[src/rtl/mem_bridge_pkg.sv]
// mem_bridge_pkg: shared types and defaults for the cpu-to-Avalon memory bridge.
package mem_bridge_pkg;
    typedef enum logic [1:0] {IDLE, CMD, RESP, DONE} state_t;
    typedef enum logic {OP_RD, OP_WR} op_t;
    localparam int unsigned DEF_TIMEOUT = 255;
    localparam logic [15:0] DEF_ERR_RDDATA = 16'h0000;
    function automatic int ctr_width(input int unsigned t);
        return (t < 256) ? 8 : $clog2(t + 1);
    endfunction
endpackage

[src/rtl/bus_timeout_ctr.sv]
// bus_timeout_ctr: saturating cycle counter that flags the cycle in which it reaches limit.
module bus_timeout_ctr #(
    parameter int W = 8
) (
    input  logic         clk,
    input  logic         reset,
    input  logic         clear,
    input  logic         enable,
    input  logic [W-1:0] limit,
    output logic         expired
);
    logic [W-1:0] cnt;
    always_ff @(posedge clk) begin
        if (reset || clear) cnt <= '0;
        else if (enable && cnt != '1) cnt <= cnt + W'(1);
    end
    // Fires in the cycle whose increment would reach the limit; a zero limit disables it.
    assign expired = enable && limit != '0 && ({1'b0, cnt} + (W+1)'(1) >= {1'b0, limit});
endmodule

[src/rtl/mem_bus_bridge.sv]
// mem_bus_bridge: stalls a single-cycle cpu memory port while one Avalon-MM access
// (waitrequest, variable read latency) completes, aborting hung accesses on timeout.
module mem_bus_bridge import mem_bridge_pkg::*; #(
    parameter int unsigned TIMEOUT_CYCLES = DEF_TIMEOUT,
    parameter logic [15:0] ERR_RDDATA     = DEF_ERR_RDDATA
) (
    input  logic        clk,
    input  logic        reset,
    input  logic [15:0] i_cpu_addr,
    input  logic        i_cpu_rd,
    input  logic        i_cpu_wr,
    input  logic [15:0] i_cpu_wrdata,
    output logic [15:0] o_cpu_rddata,
    output logic        o_cpu_rddata_valid,
    output logic        o_cpu_stall,
    output logic        o_err,
    output logic [15:0] o_avm_address,
    output logic        o_avm_read,
    output logic        o_avm_write,
    output logic [15:0] o_avm_writedata,
    input  logic        i_avm_waitrequest,
    input  logic [15:0] i_avm_readdata,
    input  logic        i_avm_readdatavalid
);
    localparam int CW = ctr_width(TIMEOUT_CYCLES);
    state_t state;
    op_t op;
    logic req, start, busy, expired, abort;
    logic [CW-1:0] limit;
    assign limit = CW'(TIMEOUT_CYCLES);
    assign req = i_cpu_rd || i_cpu_wr;
    assign start = state == IDLE && req;
    assign busy = state == CMD || state == RESP;
    assign o_cpu_stall = busy || start;
    // Completion in the same cycle as expiry takes precedence over the abort.
    assign abort = expired && ((state == CMD && i_avm_waitrequest) || (state == RESP && !i_avm_readdatavalid));

    bus_timeout_ctr #(.W(CW)) u_timeout (
        .clk(clk), .reset(reset), .clear(start), .enable(busy), .limit(limit), .expired(expired)
    );

    always_ff @(posedge clk) begin
        if (reset) begin
            state <= IDLE;
            op <= OP_RD;
            o_cpu_rddata <= '0;
            o_cpu_rddata_valid <= 1'b0;
            o_err <= 1'b0;
            o_avm_address <= '0;
            o_avm_read <= 1'b0;
            o_avm_write <= 1'b0;
            o_avm_writedata <= '0;
        end else begin
            o_cpu_rddata_valid <= 1'b0;
            o_err <= 1'b0;
            if (abort) begin
                o_avm_read <= 1'b0;
                o_avm_write <= 1'b0;
                o_cpu_rddata <= ERR_RDDATA;
                o_err <= 1'b1;
                o_cpu_rddata_valid <= op == OP_RD;
                state <= DONE;
            end else begin
                case (state)
                    IDLE: if (req) begin
                        op <= i_cpu_wr ? OP_WR : OP_RD;
                        o_avm_address <= i_cpu_addr;
                        o_avm_writedata <= i_cpu_wrdata;
                        o_avm_write <= i_cpu_wr;
                        o_avm_read <= !i_cpu_wr;
                        state <= CMD;
                    end
                    CMD: if (!i_avm_waitrequest) begin
                        o_avm_read <= 1'b0;
                        o_avm_write <= 1'b0;
                        if (op == OP_WR) state <= DONE;
                        else if (i_avm_readdatavalid) begin
                            o_cpu_rddata <= i_avm_readdata;
                            o_cpu_rddata_valid <= 1'b1;
                            state <= DONE;
                        end else state <= RESP;
                    end
                    RESP: if (i_avm_readdatavalid) begin
                        o_cpu_rddata <= i_avm_readdata;
                        o_cpu_rddata_valid <= 1'b1;
                        state <= DONE;
                    end
                    default: state <= IDLE;
                endcase
            end
        end
    end
endmodule

[config.mk]
export PLATFORM = sky130hd
export DESIGN_NAME = mem_bus_bridge
export DESIGN_NICKNAME = d
export VERILOG_FILES = /design/src/rtl/mem_bridge_pkg.sv /design/src/rtl/bus_timeout_ctr.sv /design/src/rtl/mem_bus_bridge.sv
export SDC_FILE = /design/constraint.sdc
export NUM_CORES = 1
export LEC_CHECK = 0
export CAP_MARGIN = 20
export CORE_ASPECT_RATIO = 1.5
export CORE_UTILIZATION = 45
export CTS_BUF_LIST = sky130_fd_sc_hd__clkbuf_2
export CTS_CLUSTER_DIAMETER = 60
export DETAILED_ROUTE_END_ITERATION = 16
export PLACE_DENSITY = 0.82
export SLEW_MARGIN = 0
export SYNTH_ARGS = -nofsm -noshare
export SYNTH_HDL_FRONTEND = slang
export SYNTH_SLANG_ARGS = --single-unit
[constraint.sdc]
create_clock -name clk -period 2.5 [get_ports clk]
set_input_delay 0.5 -clock clk [delete_from_list [all_inputs] [get_ports clk]]
set_output_delay 0.5 -clock clk [all_outputs]
set_load 0.01 [all_outputs]
==> results of run 1 <==
-- power breakdown --
| part | internal [W] | switching [W] | total, W |
|---|---|---|---|
| clock network | 0.000232 | 0.000361 | 0.000593 |
| registers | 0.00123 | 0.000132 | 0.00136 |
| logic | 0.000827 | 0.000676 | 0.00150 |
-- what timing repair did --
action | CTS | global route
endpoints found under the setup margin | 1 | 1
hold endpoints to repair | 0 | 0
resized for setup | 3 | 1
buffers inserted | 1 | 1
-- flip-flops by register name, indices dropped and copies added (netlist names) --
signal,cells
o_avm_read,1
o_avm_write,1
op,1
o_avm_writedata,16
o_err,1
o_cpu_rddata_valid,1
state,2
o_avm_address,16
o_cpu_rddata,16
u_timeout.cnt,8
-- stage by stage --
step           worst slack, ns  hold WS [ns]  TNS (ns)
2_1_floorplan            0.325         0.459         0
5_1_grt                 0.0733         0.490         0
3_5_place_dp          -0.00890         0.453   -0.0123
4_1_cts                0.00823         0.475         0
6_report                 0.209         0.468         0
3_3_place_gp            0.0524         0.441         0
-- worst max-delay path by stage --
| stage | end | slack, ns |
|---|---|---|
| after floorplan | o_avm_address[0] | 0.33 |
| after global placement | o_avm_address[10] | 0.05 |
| after detailed placement | o_avm_address[8] | -0.009 |
| after CTS | o_cpu_stall | 0.008 |
| after global routing | o_err | 0.07 |
| final | o_err | 0.21 |
-- worst max-delay path, stage by stage, from the launching register on --
cell and delay (ns):
dfxtp_1 0.46, inv_1 0.07, ha_1 0.31, nor2_1 0.09
o2111ai_1 0.14, or3b_2 0.46, or4_1 0.52, a21oi_1 0.19
-- metal layers --
layer | global-route usage | share of wire
met1 | 0.211 | 0.40
met2 | 0.355 | 0.49
met3 | 0.0713 | 0.073
met4 | 0.0966 | 0.031
met5 | 0 | 0
-- cell usage in the layout (no fill, tap or decap), drive strengths merged, types with 4 or more instances in the layout --
cell           count
clkdlybuf4s50    105
nand2             75
dfxtp             63
mux2i             51
nor2              34
clkbuf            10
buf                9
a21oi              8
inv                7
ha                 6
xnor2              5
o21ai              5
nor3               4
clkinv             4
-- final cells by class --
type                    count  share of cell area
multi-input cells         215               0.342
clock inverters             6              0.0152
inverters                   7             0.00650
clock buffers              10              0.0124
flip-flops and latches     63               0.313
well taps                  72              0.0223
repair buffers            115               0.289
-- cells by family after synthesis --
kind of cell | after synthesis
AOI/OAI and AO/OA | 26
xor gates and xnor gates | 8
adders and majority gates | 6
buffers and inverters | 20
DFF | 63
muxes | 52
and+or+nand+nor | 123
==> out/qor.csv, run 1 <==
metric,value,unit
hold_buf cts,0,
worst slew pin tran,1.07,ns
initial DRC count,123,
Area after DPL,3900,um^2
syn_nets,358,
Filler cells,493,
HP Start,o_avm_address[1],
post-synthesis cell type count,38,
Synth Area in XOR/XNOR,0.0254,
H-Tree Depth,3,
top-count cell post-synth,nand2_1,
die area,6460,um^2
Area Overhead vs Synth,46.5,%
hold path depth,2,
worst reg2reg setup slack,0.21,ns
CTS tree,yes,
Initial DRT Pass Iterations,4,
Synth area leader,dfxtp_1,
Reg-to-Reg End,o_err,
"Avg Cell Area, Syn",9.26,um^2
vias in the first global route,2447,
Synth Flop Type,dfxtp_1,
CP max FO,5,
Compound-Gate Fraction of Synth Area,0.0707,
Setup crit start,u_timeout.cnt[0],
max_cap viols,0,
mux share of post-synthesis cell area,0.189,
Final Hold Fails,0,
grt ovf,0,
ys async rst share,0,
sequential fraction of the synthesis area,0.457,
multi-input combinational cell area,1380,um^2
row cnt,34,
# IOs,107,
Post-DRT Antenna Nets,0,
critical path type,reg -> reg,
Post-synth EDFFs,0,
RSZ-0062 raised after global routing,false,
Clock Path Buffers,2,
Slew HR,0.284,
fin nets,471,
Synth Area in Simple Gates,0.182,
LEAKAGE,1.75,nW
GPL Wtd Cong,0.839,
final core occ,0.689,
DRC violations left,0,
hold crit path type,reg -> reg,
Synth Cell Area,2760,um^2
buffers added on ports,106,
Initial Util,0.470,
main combinational cell family by area after synthesis,multiplexers,
die width,65.9,um
final non-filler cell total,488,
"Design Area, Final",4040,um^2
Yosys warning total,0,
core area,5870,um^2
fin crit share,0.916,
Layout Skew,0.0211,ns
CTS root buffer,clkbuf_2,
clk sink count,63,
Total Wirelength,6.17,mm
Clock Latency Late Sink,0.48,ns
total power,0.00346,W
final setup fails,0,
Critical Path AT,2.70,ns
hold path endpoint,o_avm_address[1],
post-synthesis adder-cell area fraction,0.0272,
antenna cells,0,
r2r startpoint,u_timeout.cnt[0],
clock-pin slew on the worst setup and hold paths,0.17,ns
PwrDens,855,nW/um^2
initial antenna violation count,0,
maximum clock frequency,437,MHz
Pins Over Slew Limit,0,
clock buffers created by TritonCTS,9,
crit path time final,2.29,ns
Peak VDD IR,0.619,mV
WL/cell,12.6,um
worst reg2reg path depth,7,
Worst setup SP type,register,
vias,2444,
placed insts,470,
cell count after synthesis,298,
Yosys top cell area share,0.457,
synth top area cells,"dfxtp_1 (46%), mux2i_1 (18%), nand2_1 (10%)",
first-pass GRT wire length,10.2,mm
"Req. time, crit path",2.91,ns
crit end category,register,
Vias/cell,5.01,
Synth top cells by count,"nand2_1 (75), dfxtp_1 (63), mux2i_1 (51)",
hpwl dp,4.57,mm
run status,"finished, final reports clean",
die span in y,97.9,um
All-Layer GR Usage,0.204,
Yosys reg bits,63,
share of cells above drive strength 1,0.0889,
largest net degree at the start of global routing,66,
Seq. cell area,1260,um^2
Note: power is estimated with default switching activity, not from simulation.
==> run 2, diff against run 1 <==
--- a/config.mk
+++ b/config.mk
@@ -11,6 +11,7 @@
 export CTS_BUF_LIST = sky130_fd_sc_hd__clkbuf_2
 export CTS_CLUSTER_DIAMETER = 60
 export DETAILED_ROUTE_END_ITERATION = 16
+export MAX_ROUTING_LAYER = met4
 export PLACE_DENSITY = 0.82
 export SLEW_MARGIN = 0
 export SYNTH_ARGS = -nofsm -noshare
==> run 2 against run 1 <==
  * Cell count unchanged
  * Core utilization unchanged
  * Critical path type unchanged
  * Fmax about the same
  * Wire length about the same
  * Clock power about the same
==> out/qor.csv, run 2 (synthesis gave the netlist of run 1 again) <==
metric,value,unit,change
Clock Path Buffers,2,,unchanged
antenna cells,0,,unchanged
Worst setup SP type,register,,
max_cap viols,0,,unchanged
worst slew pin tran,1.07,ns,-0.00425 ns
crit end category,register,,
Sw Share,0.338,,-0.000385
grt ovf,0,,unchanged
# IOs,107,,unchanged
Area Overhead vs Synth,46.5,%,unchanged
buffers added on ports,106,,unchanged
Initial Util,0.470,,unchanged
clk sink count,63,,unchanged
"Req. time, crit path",2.91,ns,about the same
vias in the first global route,2441,,-0.25%
Sw Pwr,0.00117,W,-0.17%
critical path type,reg -> reg,,
All-Layer GR Usage,0.210,,+0.00594
hold crit path type,reg -> reg,,
"commonest non-fill, non-tap cell in the layout",clkdlybuf4s50_1,,
cell chain of the critical path,inv_1 -> ha_1 -> nor2_1 -> o2111ai_1 -> or3b_2 -> or4_1 -> a21oi_1,,
fin nets,471,,unchanged
initial antenna violation count,0,,unchanged
RSZ-0062 raised after global routing,false,,
run status,"finished, final reports clean",,
Vias/cell,5.03,,+0.37%
"commonest non-fill, non-tap cells in the layout","clkdlybuf4s50_1 (105), nand2_1 (75), dfxtp_1 (61)",,
share of cells above drive strength 1,0.0889,,unchanged
GPL Wtd Cong,0.852,,+1.5%
CP max stage delay,0.52,ns,about the same
hold_ws,0.468,ns,+0.00000100 ns
LEAKAGE,1.75,nW,unchanged
die width,65.9,um,unchanged
row cnt,34,,unchanged
Layout Skew,0.0208,ns,-0.000264 ns
H-Tree Depth,3,,unchanged
CTS tree,yes,,
Post-DRT Antenna Nets,0,,unchanged
Slew HR,0.287,,+0.00284
clock buffers created by TritonCTS,9,,unchanged
Worst Slack Setup Final,0.207,ns,-0.00203 ns
WL/cell,12.6,um,about the same
hpwl dp,4.57,mm,unchanged
CP max FO,5,,unchanged
critical path's slowest cell,or4_1,,
DRC violations left,0,,unchanged
post-route setup TNS,0,ns,unchanged
Critical Path AT,2.70,ns,about the same
clock-pin slew on the worst setup and hold paths,0.17,ns,about the same
Flop pwr share,0.393,,about the same
maximum clock frequency,436,MHz,about the same
Clk pwr share,0.172,,about the same
largest net degree at the start of global routing,66,,unchanged
fin crit share,0.917,,about the same
top flop regs,"o_avm_address: 16 flops, o_avm_writedata: 16 flops, o_cpu_rddata: 16 flops",,
Peak VDD IR,0.618,mV,-0.17%
die area,6460,um^2,unchanged
vias,2453,,+0.37%
CTS root buffer,clkbuf_2,,
Total Wirelength,6.17,mm,about the same
PwrDens,854,nW/um^2,about the same
die span in y,97.9,um,unchanged
crit path time final,2.29,ns,+0.00203 ns
first-pass GRT wire length,10.2,mm,about the same
internal power,0.00229,W,about the same
Initial DRT Pass Iterations,4,,unchanged
Comb pwr share,0.435,,about the same
final setup fails,0,,unchanged
Final Hold Fails,0,,unchanged
core area,5870,um^2,unchanged
Clock Latency Late Sink,0.48,ns,about the same
Filler cells,491,,-0.41%
Pins Over Slew Limit,0,,unchanged
hold_buf cts,0,,unchanged
Placement Setup Slack,-0.00890,ns,unchanged
initial DRC count,121,,-1.6%
==> run 2: cell counts in the layout (fill, tap and decap cells not counted) <==
Identical to the previous run, type by type.
==> run 2: final timing paths <==
| path | end | depth (start not counted) | slack (ns) | start |
|---|---|---|---|---|
| min reg2reg | o_avm_address[1] | 2 | 0.47 | o_avm_address[1] |
| max | o_err | 7 | 0.21 | u_timeout.cnt[0] |
| min | o_avm_address[1] | 2 | 0.47 | o_avm_address[1] |
| max reg2reg | o_err | 7 | 0.21 | u_timeout.cnt[0] |
==> run 2: layer usage <==
layer	GRT usage	vias up	wire [um]
met5	-	-	0
met4	0.0966	0	201
met3	0.0713	21	466
met2	0.353	97	3030
met1	0.213	1101	2470
li1	-	1234	-
==> run 2: area by class of cell <==
class / count / area, um^2 / area share
Multi-Input combinational cell: 215 / 1380 / 0.342
Sequential cell: 63 / 1260 / 0.313
Timing Repair Buffer: 115 / 1170 / 0.289
Tap cell: 72 / 90.1 / 0.0223
Clock inverter: 6 / 61.3 / 0.0152
Clock buffer: 10 / 50.0 / 0.0124
Inverter: 7 / 26.3 / 0.00650
==> run 2: stage by stage <==
stage / std cells / util / total power [W] / area [um^2]
finish: 488 / 0.689 / 0.00345 / 4040
detailed placement: 470 / 0.664 / 0.00285 / 3900
CTS: 487 / 0.687 / 0.00349 / 4030
floorplan: 298 / - / 0.00228 / 2760
global route: 488 / 0.689 / 0.00369 / 4040
global placement: 470 / 0.664 / 0.00281 / 3900
==> run 2: worst max-delay path, delay by kind of cell (launching register included) <==
kind                       cells  cell delay (ns)
AOI/OAI and AO/OA              2             0.34
adders and majority gates      1             0.31
buffers and inverters          1             0.07
DFF                            1             0.46
and+or+nand+nor                3             1.07
==> run 2: power groups by stage <==
stage / Sequential [W] / Combinational, W / Clock [W]
after floorplan: 0.00146 / 0.000821 / 0
after global placement: 0.00137 / 0.00143 / 0
after detailed placement: 0.00138 / 0.00147 / 0
after CTS: 0.00136 / 0.00152 / 0.000616
after global routing: 0.00139 / 0.00164 / 0.000655
final: 0.00136 / 0.00150 / 0.000592
==> run 2: timing repair <==
action	CTS	global route
endpoints found under the setup margin	1	1
setup buffers	1	1
resized for setup	3	1
